`config.mk`:
```
export PLATFORM = sky130hd
export DESIGN_NAME = jk_edge_monitor
export DESIGN_NICKNAME = d
export VERILOG_FILES = /design/src/rtl/jk_edge_monitor.sv
export SDC_FILE = /design/constraint.sdc
export NUM_CORES = 1
export LEC_CHECK = 0
export CORE_UTILIZATION = 30
export DETAILED_ROUTE_END_ITERATION = 12
export GPL_ROUTABILITY_DRIVEN = 0
export SLEW_MARGIN = 5
export SYNTH_ARGS = -nofsm -noshare
export SYNTH_HDL_FRONTEND = slang
export SYNTH_SLANG_ARGS = --single-unit
export TNS_END_PERCENT = 5
```
`constraint.sdc`:
```
create_clock -name clk -period 2.25 [get_ports clk]
set_input_delay 0.3375 -clock clk [delete_from_list [all_inputs] [get_ports clk]]
set_output_delay 0.3375 -clock clk [all_outputs]
set_load 0.02 [all_outputs]
```
`src/rtl/jk_edge_monitor.sv`:
```
// jk_edge_monitor
//   Passive observer for a JK flip-flop that lives in the same clock domain.
//   It reports q edges, counts them, measures high-period lengths, checks
//   that each q value matches the JK next-state equation, and flags a toggle
//   that was commanded but never happened.
//
//   Ports
//     clk         rising-edge clock
//     rst         asynchronous reset, active low
//     q, j, k     observed flip-flop output and its J/K inputs
//     chk_en      0 while the observed flip-flop is held in its own reset
//     clr         synchronous clear of counters and sticky flags
//     rise, fall  single-cycle pulses, one cycle after the q edge is sampled
//     toggle_cnt  saturating count of q edges
//     hi_len      length of the last completed high period,
//                 hi_len_vld pulses when it updates
//     err         sticky next-state mismatch, err_cnt saturating count of them
//     stuck       sticky: j=k=1 held STUCK_LIM cycles with q unchanged
//     dbg_state   current tracking state (0 UNKNOWN, 1 LOW, 2 HIGH)
//
//   Handshake: none; every input is sampled on every rising edge and every
//   output is a register that is valid for the whole following cycle.
module jk_edge_monitor #(
   parameter int CNT_W     = 8,
   parameter int STUCK_LIM = 16
) (
   input  logic             clk,
   input  logic             rst,
   input  logic             q,
   input  logic             j,
   input  logic             k,
   input  logic             chk_en,
   input  logic             clr,
   output logic             rise,
   output logic             fall,
   output logic [CNT_W-1:0] toggle_cnt,
   output logic [CNT_W-1:0] hi_len,
   output logic             hi_len_vld,
   output logic             err,
   output logic [3:0]       err_cnt,
   output logic             stuck,
   output logic [1:0]       dbg_state
);

   typedef enum logic [1:0] {
      ST_UNKNOWN = 2'd0,
      ST_LOW     = 2'd1,
      ST_HIGH    = 2'd2
   } state_t;

   localparam int               SC_W        = $clog2(STUCK_LIM + 1);
   localparam logic [SC_W-1:0]  STUCK_LIM_C = SC_W'(STUCK_LIM);
   localparam logic [CNT_W-1:0] CNT_MAX     = '1;

   state_t           state_q, state_d;
   logic             q_smp_q, j_smp_q, k_smp_q, en_smp_q;
   logic             rise_q, rise_d, fall_q, fall_d, vld_q, vld_d;
   logic [CNT_W-1:0] tog_q, tog_d, hi_len_q, hi_len_d, hi_cnt_q, hi_cnt_d;
   // hi_full marks a high period whose start was seen; a period entered from
   // UNKNOWN has no known start and must not be reported.
   logic             hi_full_q, hi_full_d;
   logic             err_q, err_d, stuck_q, stuck_d;
   logic [3:0]       err_cnt_q, err_cnt_d;
   logic [SC_W-1:0]  stuck_cnt_q, stuck_cnt_d;
   logic             edge_seen;
   logic             q_exp;

   // JK next-state from last cycle's sampled inputs and output.
   always_comb begin
      q_exp = q_smp_q;
      case ({j_smp_q, k_smp_q})
         2'b10:   q_exp = 1'b1;
         2'b01:   q_exp = 1'b0;
         2'b11:   q_exp = ~q_smp_q;
         default: q_exp = q_smp_q;
      endcase
   end

   always_comb begin
      state_d     = state_q;
      rise_d      = 1'b0;
      fall_d      = 1'b0;
      vld_d       = 1'b0;
      tog_d       = tog_q;
      hi_len_d    = hi_len_q;
      hi_cnt_d    = hi_cnt_q;
      hi_full_d   = hi_full_q;
      err_d       = err_q;
      err_cnt_d   = err_cnt_q;
      stuck_d     = stuck_q;
      stuck_cnt_d = stuck_cnt_q;
      edge_seen   = 1'b0;

      case (state_q)
         ST_UNKNOWN: begin
            // First sample after reset only establishes the level.
            state_d   = q ? ST_HIGH : ST_LOW;
            hi_cnt_d  = '0;
            hi_full_d = 1'b0;
         end
         ST_LOW: begin
            if (q) begin
               state_d   = ST_HIGH;
               rise_d    = 1'b1;
               edge_seen = 1'b1;
               hi_cnt_d  = {{(CNT_W-1){1'b0}}, 1'b1};
               hi_full_d = 1'b1;
            end
         end
         ST_HIGH: begin
            if (!q) begin
               state_d   = ST_LOW;
               fall_d    = 1'b1;
               edge_seen = 1'b1;
               if (hi_full_q) begin
                  hi_len_d = hi_cnt_q;
                  vld_d    = 1'b1;
               end
            end else if (hi_full_q && hi_cnt_q != CNT_MAX) begin
               hi_cnt_d = hi_cnt_q + 1'b1;
            end
         end
         default: state_d = ST_UNKNOWN;
      endcase

      if (edge_seen && tog_q != CNT_MAX) tog_d = tog_q + 1'b1;

      if (chk_en && en_smp_q && state_q != ST_UNKNOWN && q != q_exp) begin
         err_d = 1'b1;
         if (err_cnt_q != 4'hF) err_cnt_d = err_cnt_q + 1'b1;
      end

      if (j_smp_q && k_smp_q && chk_en && q == q_smp_q) begin
         if (stuck_cnt_q != STUCK_LIM_C) stuck_cnt_d = stuck_cnt_q + 1'b1;
         if (stuck_cnt_d == STUCK_LIM_C) stuck_d = 1'b1;
      end else begin
         stuck_cnt_d = '0;
      end

      // Clear wins over any same-cycle update; state, samples and edge
      // pulses are untouched so an edge on this cycle is still reported.
      if (clr) begin
         tog_d       = '0;
         hi_len_d    = '0;
         err_d       = 1'b0;
         err_cnt_d   = '0;
         stuck_d     = 1'b0;
         stuck_cnt_d = '0;
      end
   end

   always_ff @(posedge clk or negedge rst) begin
      if (!rst) begin
         state_q     <= ST_UNKNOWN;
         q_smp_q     <= 1'b0;
         j_smp_q     <= 1'b0;
         k_smp_q     <= 1'b0;
         en_smp_q    <= 1'b0;
         rise_q      <= 1'b0;
         fall_q      <= 1'b0;
         vld_q       <= 1'b0;
         tog_q       <= '0;
         hi_len_q    <= '0;
         hi_cnt_q    <= '0;
         hi_full_q   <= 1'b0;
         err_q       <= 1'b0;
         err_cnt_q   <= '0;
         stuck_q     <= 1'b0;
         stuck_cnt_q <= '0;
      end else begin
         state_q     <= state_d;
         q_smp_q     <= q;
         j_smp_q     <= j;
         k_smp_q     <= k;
         en_smp_q    <= chk_en;
         rise_q      <= rise_d;
         fall_q      <= fall_d;
         vld_q       <= vld_d;
         tog_q       <= tog_d;
         hi_len_q    <= hi_len_d;
         hi_cnt_q    <= hi_cnt_d;
         hi_full_q   <= hi_full_d;
         err_q       <= err_d;
         err_cnt_q   <= err_cnt_d;
         stuck_q     <= stuck_d;
         stuck_cnt_q <= stuck_cnt_d;
      end
   end

   assign rise       = rise_q;
   assign fall       = fall_q;
   assign toggle_cnt = tog_q;
   assign hi_len     = hi_len_q;
   assign hi_len_vld = vld_q;
   assign err        = err_q;
   assign err_cnt    = err_cnt_q;
   assign stuck      = stuck_q;
   assign dbg_state  = state_q;

endmodule

```
==> results of run 1 <==
-- layout by cell type, fill, tap and decap left out, types with 2 or more instances in the layout --
master           netlist  layout
nor2_1                27      27
a211oi_1               2       2
and2_1                 2       2
buf_4                  1       9
a21oi_1               11      11
o21ai_0               12      12
mux2i_1               11      11
ha_1                   9       9
and3_1                 5       5
a31oi_1                4       4
inv_1                 10      10
nand3b_1               2       2
o31ai_1                2       2
nand4_1                2       2
nand3_1               12      12
nand2b_1               5       5
clkdlybuf4s50_1        0      32
xor2_1                 6       6
nand2_1               19      19
dfrtp_1               45      45
or3_1                  2       2
nor3_1                 5       5
nor2b_1                6       6
clkbuf_8               0       7
xnor2_1                4       4
-- timing repair --
item | 4_1_cts | 5_1_grt
resized for setup | 0 | 0
hold buffers | 1 | 0
endpoints found under the hold margin | 13 | 0
endpoints found under the setup margin | 0 | 0
-- power breakdown --
group          internal [mW]  leakage [nW]  switching (mW)
logic                  0.336         0.573           0.451
clock network          0.278        0.0542           0.272
registers              0.875         0.611          0.0526
total                   1.49          1.24           0.775
-- area by class of cell --
class | instances | area [um2] | share of cell area [%]
inverter | 10 | 37.5 | 1.33
sequential | 45 | 1130 | 39.9
tap | 99 | 124 | 4.38
clock buffer | 7 | 96.3 | 3.41
multi-input combinational | 163 | 1030 | 36.6
timing repair buffer | 43 | 403 | 14.3
clock inverter | 1 | 5.00 | 0.177
-- path summary, 6_finish.rpt --
path / to / slack, ns / cells past startpoint
max: hi_cnt_q[3]$_DFFE_PN0P_ / 0.28 / 6
max reg2reg: hi_cnt_q[6]$_DFFE_PN0P_ / 0.31 / 7
min: stuck_cnt_q[0]$_DFF_PN0_ / 0.47 / 2
max in group asynchronous: hi_len[5]$_DFFE_PN0P_ / 1.24 / 3
min in group clk: j_smp_q$_DFF_PN0_ / 0.49 / 1
min reg2reg: err$_DFFE_PN0P_ / 0.52 / 2
-- sequential cells by signal, indices dropped and copies added, names as in the netlist --
signal	flops
q_smp_q	1
fall	1
k_smp_q	1
hi_len_vld	1
err_cnt	4
hi_len	8
en_smp_q	1
stuck	1
toggle_cnt	8
hi_cnt_q	8
err	1
j_smp_q	1
stuck_cnt_q	5
dbg_state	2
hi_full_q	1
rise	1
-- cell families after synthesis --
| logic type | count (synthesis) |
|---|---|
| buffers and inverters | 15 |
| AO/OA/AOI/OAI | 41 |
| XOR/XNOR | 10 |
| flip-flops | 45 |
| adder cells (fa/ha/maj) | 9 |
| AND/OR/NAND/NOR | 91 |
| multiplexers | 12 |
-- stage by stage --
step | util, % | cells | area (um2) | TNS [ns] | worst slack [ns]
after floorplan | - | 223 | 2220 | 0 | 0.154
after global placement | 37.6 | 359 | 2710 | 0 | 0.0527
after detailed placement | 37.6 | 359 | 2710 | -0.00282 | -0.00282
after CTS | 39.2 | 368 | 2830 | 0 | 0.297
after global routing | 39.2 | 368 | 2830 | 0 | 0.102
final | 39.2 | 368 | 2830 | 0 | 0.280
-- metal layers --
layer,wire (um),track usage [%]
met2,2090,20.2
met3,156,3.39
met5,0,0
met1,2380,18.8
met4,48,3.52
==> run summary, run 1 <==
relative slew slack - 62.9%
CP Launch Point - q
worst path cell trace - clkdlybuf4s50_1, nand2_1, or3_4, o21bai_1, or3b_1, nand2_1
Boundary Pins - 34
R2R Path Start - dbg_state[0]$_DFFE_PN0P_
main combinational cell family by area after synthesis - simple AND/OR/NAND/NOR gates
Die Y-Extent - 88.1 um
worst slew pin tran - 0.553 ns
Max Transition Viols Final - 0
synthesized area - 0.00222 mm2
VDD IR max - 0.000332 V
DR iter-0 viols - 54
Initial Utilization - 30.8%
initial antenna violation count - 0
clock sinks - 45
post-route clock skew - 0.00416 ns
Worst path top cell family by delay - simple AND/OR/NAND/NOR gates
setup repair bufs after CTS - 0
Die Wd - 88.1 um
pwr dens - 801 mW/mm2
Total Routing Usage GR - 13.3%
vias in the first global route - 1657
Synth area leader - dfrtp_1
wire per inst - 12.7 um
pin count of the biggest net entering global routing - 25
Compound-Gate Fraction of Synth Area - 12.0%
multiplexer area fraction after synthesis - 5.46%
Tcrit/Tclk final - 87.6%
clock-pin slew on the worst setup and hold paths - 0.08 ns
Seq/Total Area, Yosys - 50.7%
CP endpoint kind - flip-flop
first-pass GRT wire length - 7.91 mm
xor/xnor share of the synthesized area - 3.94%
fin crit period - 1.97 ns
worst-case clock buffer depth - 2
hold_ws - 0.466 ns
CTS tree - done
Antenna Violating Nets Remaining - 0
EDFF count, synth - 0
Synth Register Bits - 45
Syn. warnings - 0
most common cell in the netlist - dfrtp_1
Worst Path Required - 2.49 ns
aggregate global routing overflow - 0
CP peak stage delay - 0.66 ns
cell count after synthesis - 223
via count - 1731
status - complete, no violations
Synth Flop Type - dfrtp_1
RSZ-0062 raised after global routing - no
CTS Buf Count - 5
iteration count of the initial detailed-routing pass - 4
crit path buf inv count - 1
simple logic cell fraction of the synthesized area - 20.0%
Synth Net Count - 239
H-tree levels - 2
# rows - 31
I/O Buffers - 33
DRT Wirelength - 4.68 mm
post-synth top area share - 50.7%
Fmax achieved - 507 MHz
vias per cell - 4.70
# setup viols final - 0
overall power - 2.26 mW
most frequent CP cell - nand2_1
final net count - 284
Maximum Capacitance Violations - 0
Slowest-stage cell, CP - clkdlybuf4s50_1
DRC violations left - 0
critical path class - in2reg
data arrival time of the critical path - 2.21 ns
DP HPWL - 3.39 mm
worst min path class - in2async
crit path max fanout - 9
Async SR Flop Fraction - 100%
Fillers - 754
P&R area growth vs syn - 27.1%
Distinct cells, synth - 40
CP startpoint kind - primary input
layout cells sized above 1 - 8.55%
Hold Vio Cnt, Final - 0
die area - 0.00776 mm2
Adder-Cell Fraction of Synth Area - 5.07%
Static Leak - 1.24 nW
Root Driver - clkbuf_8
Avg Cell Area, Syn - 9.96 um2
Synth top cells by count - 45 x dfrtp_1, 27 x nor2_1, 19 x nand2_1
core area - 0.00721 mm2
Antenna Cells - 0
largest cells by area after synthesis - dfrtp_1 51%, ha_1 5.1%, mux2i_1 5.0%
Clk Latency, worst-skew pair - 0.29 ns
No activity file was read; power rests on OpenSTA's default activity.
==> run 2: changes to the inputs <==
CORE_MARGIN = 2   (was not set)
TNS_END_PERCENT = 50   (was 5)
==> run 2 against run 1 <==
Effect of this change:
- sequential share of layout area is 0.36 points higher
- non-clock buffer count down 1
- flip-flop and latch count did not move
- global-route usage fell by 1.1 points
- highest routed layer unchanged
- critical endpoint unchanged
==> run summary, run 2 (synthesized netlist as in run 1, its figures left out) <==
most frequent cells in the layout - 45 x dfrtp_1, 32 x clkdlybuf4s50_1, 27 x nor2_1
# setup viols final - 0
Fmax achieved - 506 MHz
core area - 0.00721 mm2
pin count of the biggest net entering global routing - 46
worst path cell trace - inv_1, ha_1, nand2_1, or3_4, o21bai_1, or3b_1, nand2_1
RSZ-0062 raised after global routing - no
CP startpoint kind - flip-flop
CP endpoint kind - flip-flop
pwr dens - 789 mW/mm2
wire per inst - 12.6 um
CTS tree - done
Hold Vio Cnt, Final - 0
I/O Buffers - 33
Placed Area - 0.00271 mm2
worst min path class - in2async
Worst Path Required - 2.48 ns
# rows - 31
clock-pin slew on the worst setup and hold paths - 0.08 ns
first-pass GRT wire length - 8.09 mm
Die Wd - 90.1 um
most frequent CP cell - nand2_1
Die Y-Extent - 90.1 um
DRT Wirelength - 4.63 mm
worst-case clock buffer depth - 2
fin crit period - 1.98 ns
Boundary Pins - 34
worst slew pin tran - 0.564 ns
Initial Utilization - 30.8%
Total Routing Usage GR - 12.2%
Worst path top cell family by delay - simple AND/OR/NAND/NOR gates
R2R Setup Slk - 0.27 ns
Antenna Cells - 0
Root Driver - clkbuf_8
Max Transition Viols Final - 0
vias in the first global route - 1670
Fin Setup TNS - 0 ns
DRC violations left - 0
capturing point of the worst reg2reg path - hi_cnt_q[3]$_DFFE_PN0P_
R2R Path Start - dbg_state[1]$_DFFE_PN0P_
clock sinks - 45
post-layout util - 38.8%
Fillers - 761
DP HPWL - 3.32 mm
setup repair bufs after CTS - 0
crit path buf inv count - 1
Levels on crit path - 7
status - complete, no violations
Maximum Capacitance Violations - 0
vias per cell - 4.72
Tcrit/Tclk final - 87.8%
Antenna Violating Nets Remaining - 0
initial antenna violation count - 0
cts hold-fix bufs - 0
Design Area, Final - 0.00280 mm2
crit path max fanout - 4
via count - 1726
DR iter-0 viols - 83
aggregate global routing overflow - 0
post-route clock skew - 0.00485 ns
CTS-repair resized insts - 0
Static Leak - 1.22 nW
final net count - 283
Worst setup endpoint - hi_cnt_q[3]$_DFFE_PN0P_
R2R cell count - 7
P&R area growth vs syn - 26.0%
H-tree levels - 2
data arrival time of the critical path - 2.21 ns
Clk Latency, worst-skew pair - 0.29 ns
Slowest-stage cell, CP - dfrtp_1
critical path class - reg2reg
most common cell after layout, fill and taps aside - dfrtp_1
CP peak stage delay - 0.43 ns
CTS Buf Count - 5
iteration count of the initial detailed-routing pass - 4
relative slew slack - 62.4%
layout cells sized above 1 - 7.87%
CP Launch Point - dbg_state[1]$_DFFE_PN0P_
die area - 0.00811 mm2
VDD IR max - 0.000348 V
run 2: changes by cell type in the layout (fill, tap and decap cells not counted):
cell	previous run	this run
dlygate4sd3_1	1	0
clkbuf_1	0	1
clkinv_2	1	0
clkbuf_8	7	6
run 2: worst reg2reg max path: stages (launching register included):
cell and delay, ns:
dfrtp_1 0.43, inv_1 0.11, ha_1 0.32, nand2_1 0.08, or3_4 0.36, o21bai_1 0.19
or3b_1 0.38, nand2_1 0.06
run 2: per-stage QoR:
step | std cells | total power [mW] | hold slack [ns] | setup WS (ns)
6_report | 366 | 2.21 | 0.127 | 0.275
5_1_grt | 366 | 2.39 | 0.171 | 0.0924
4_1_cts | 366 | 2.24 | 0.140 | 0.281
3_5_place_dp | 359 | 1.73 | 0.457 | 0.0329
3_3_place_gp | 359 | 1.72 | 0.465 | 0.0490
2_1_floorplan | 223 | 1.43 | 0.0419 | 0.154
run 2: layer usage:
metal / vias up / GRT usage, % / wire [um]
li1: 863 / - / -
met1: 825 / 17.7 / 2360
met2: 33 / 18.1 / 2050
met3: 5 / 3.10 / 182
met4: 0 / 3.46 / 34
met5: - / 0 / 0
run 2: where the power goes:
| group | internal (mW) | switching, mW |
|---|---|---|
| combinational | 0.337 | 0.447 |
| sequential | 0.875 | 0.0583 |
| clock | 0.244 | 0.248 |
| total | 1.46 | 0.753 |
run 2: worst min-delay path by stage:
stage                                     to  depth (start not counted)  startpoint  slack (ns)
CTS                  hi_cnt_q[3]$_DFFE_PN0P_                          2         rst        0.14
floorplan           dbg_state[0]$_DFFE_PN0P_                          0         rst        0.04
finish                  hi_len_vld$_DFF_PN0_                          2         rst        0.13
detailed placement      hi_len_vld$_DFF_PN0_                          2         rst        0.46
global route         hi_cnt_q[3]$_DFFE_PN0P_                          2         rst        0.17
global placement        hi_len_vld$_DFF_PN0_                          2         rst        0.47
run 2: layout make-up:
type	count	area, um2	share of cell area, %
inverters	10	37.5	1.34
clock buffers	7	86.3	3.08
repair buffers	42	393	14.0
flip-flops and latches	45	1130	40.2
well taps	99	124	4.42
multi-input cells	163	1030	36.9
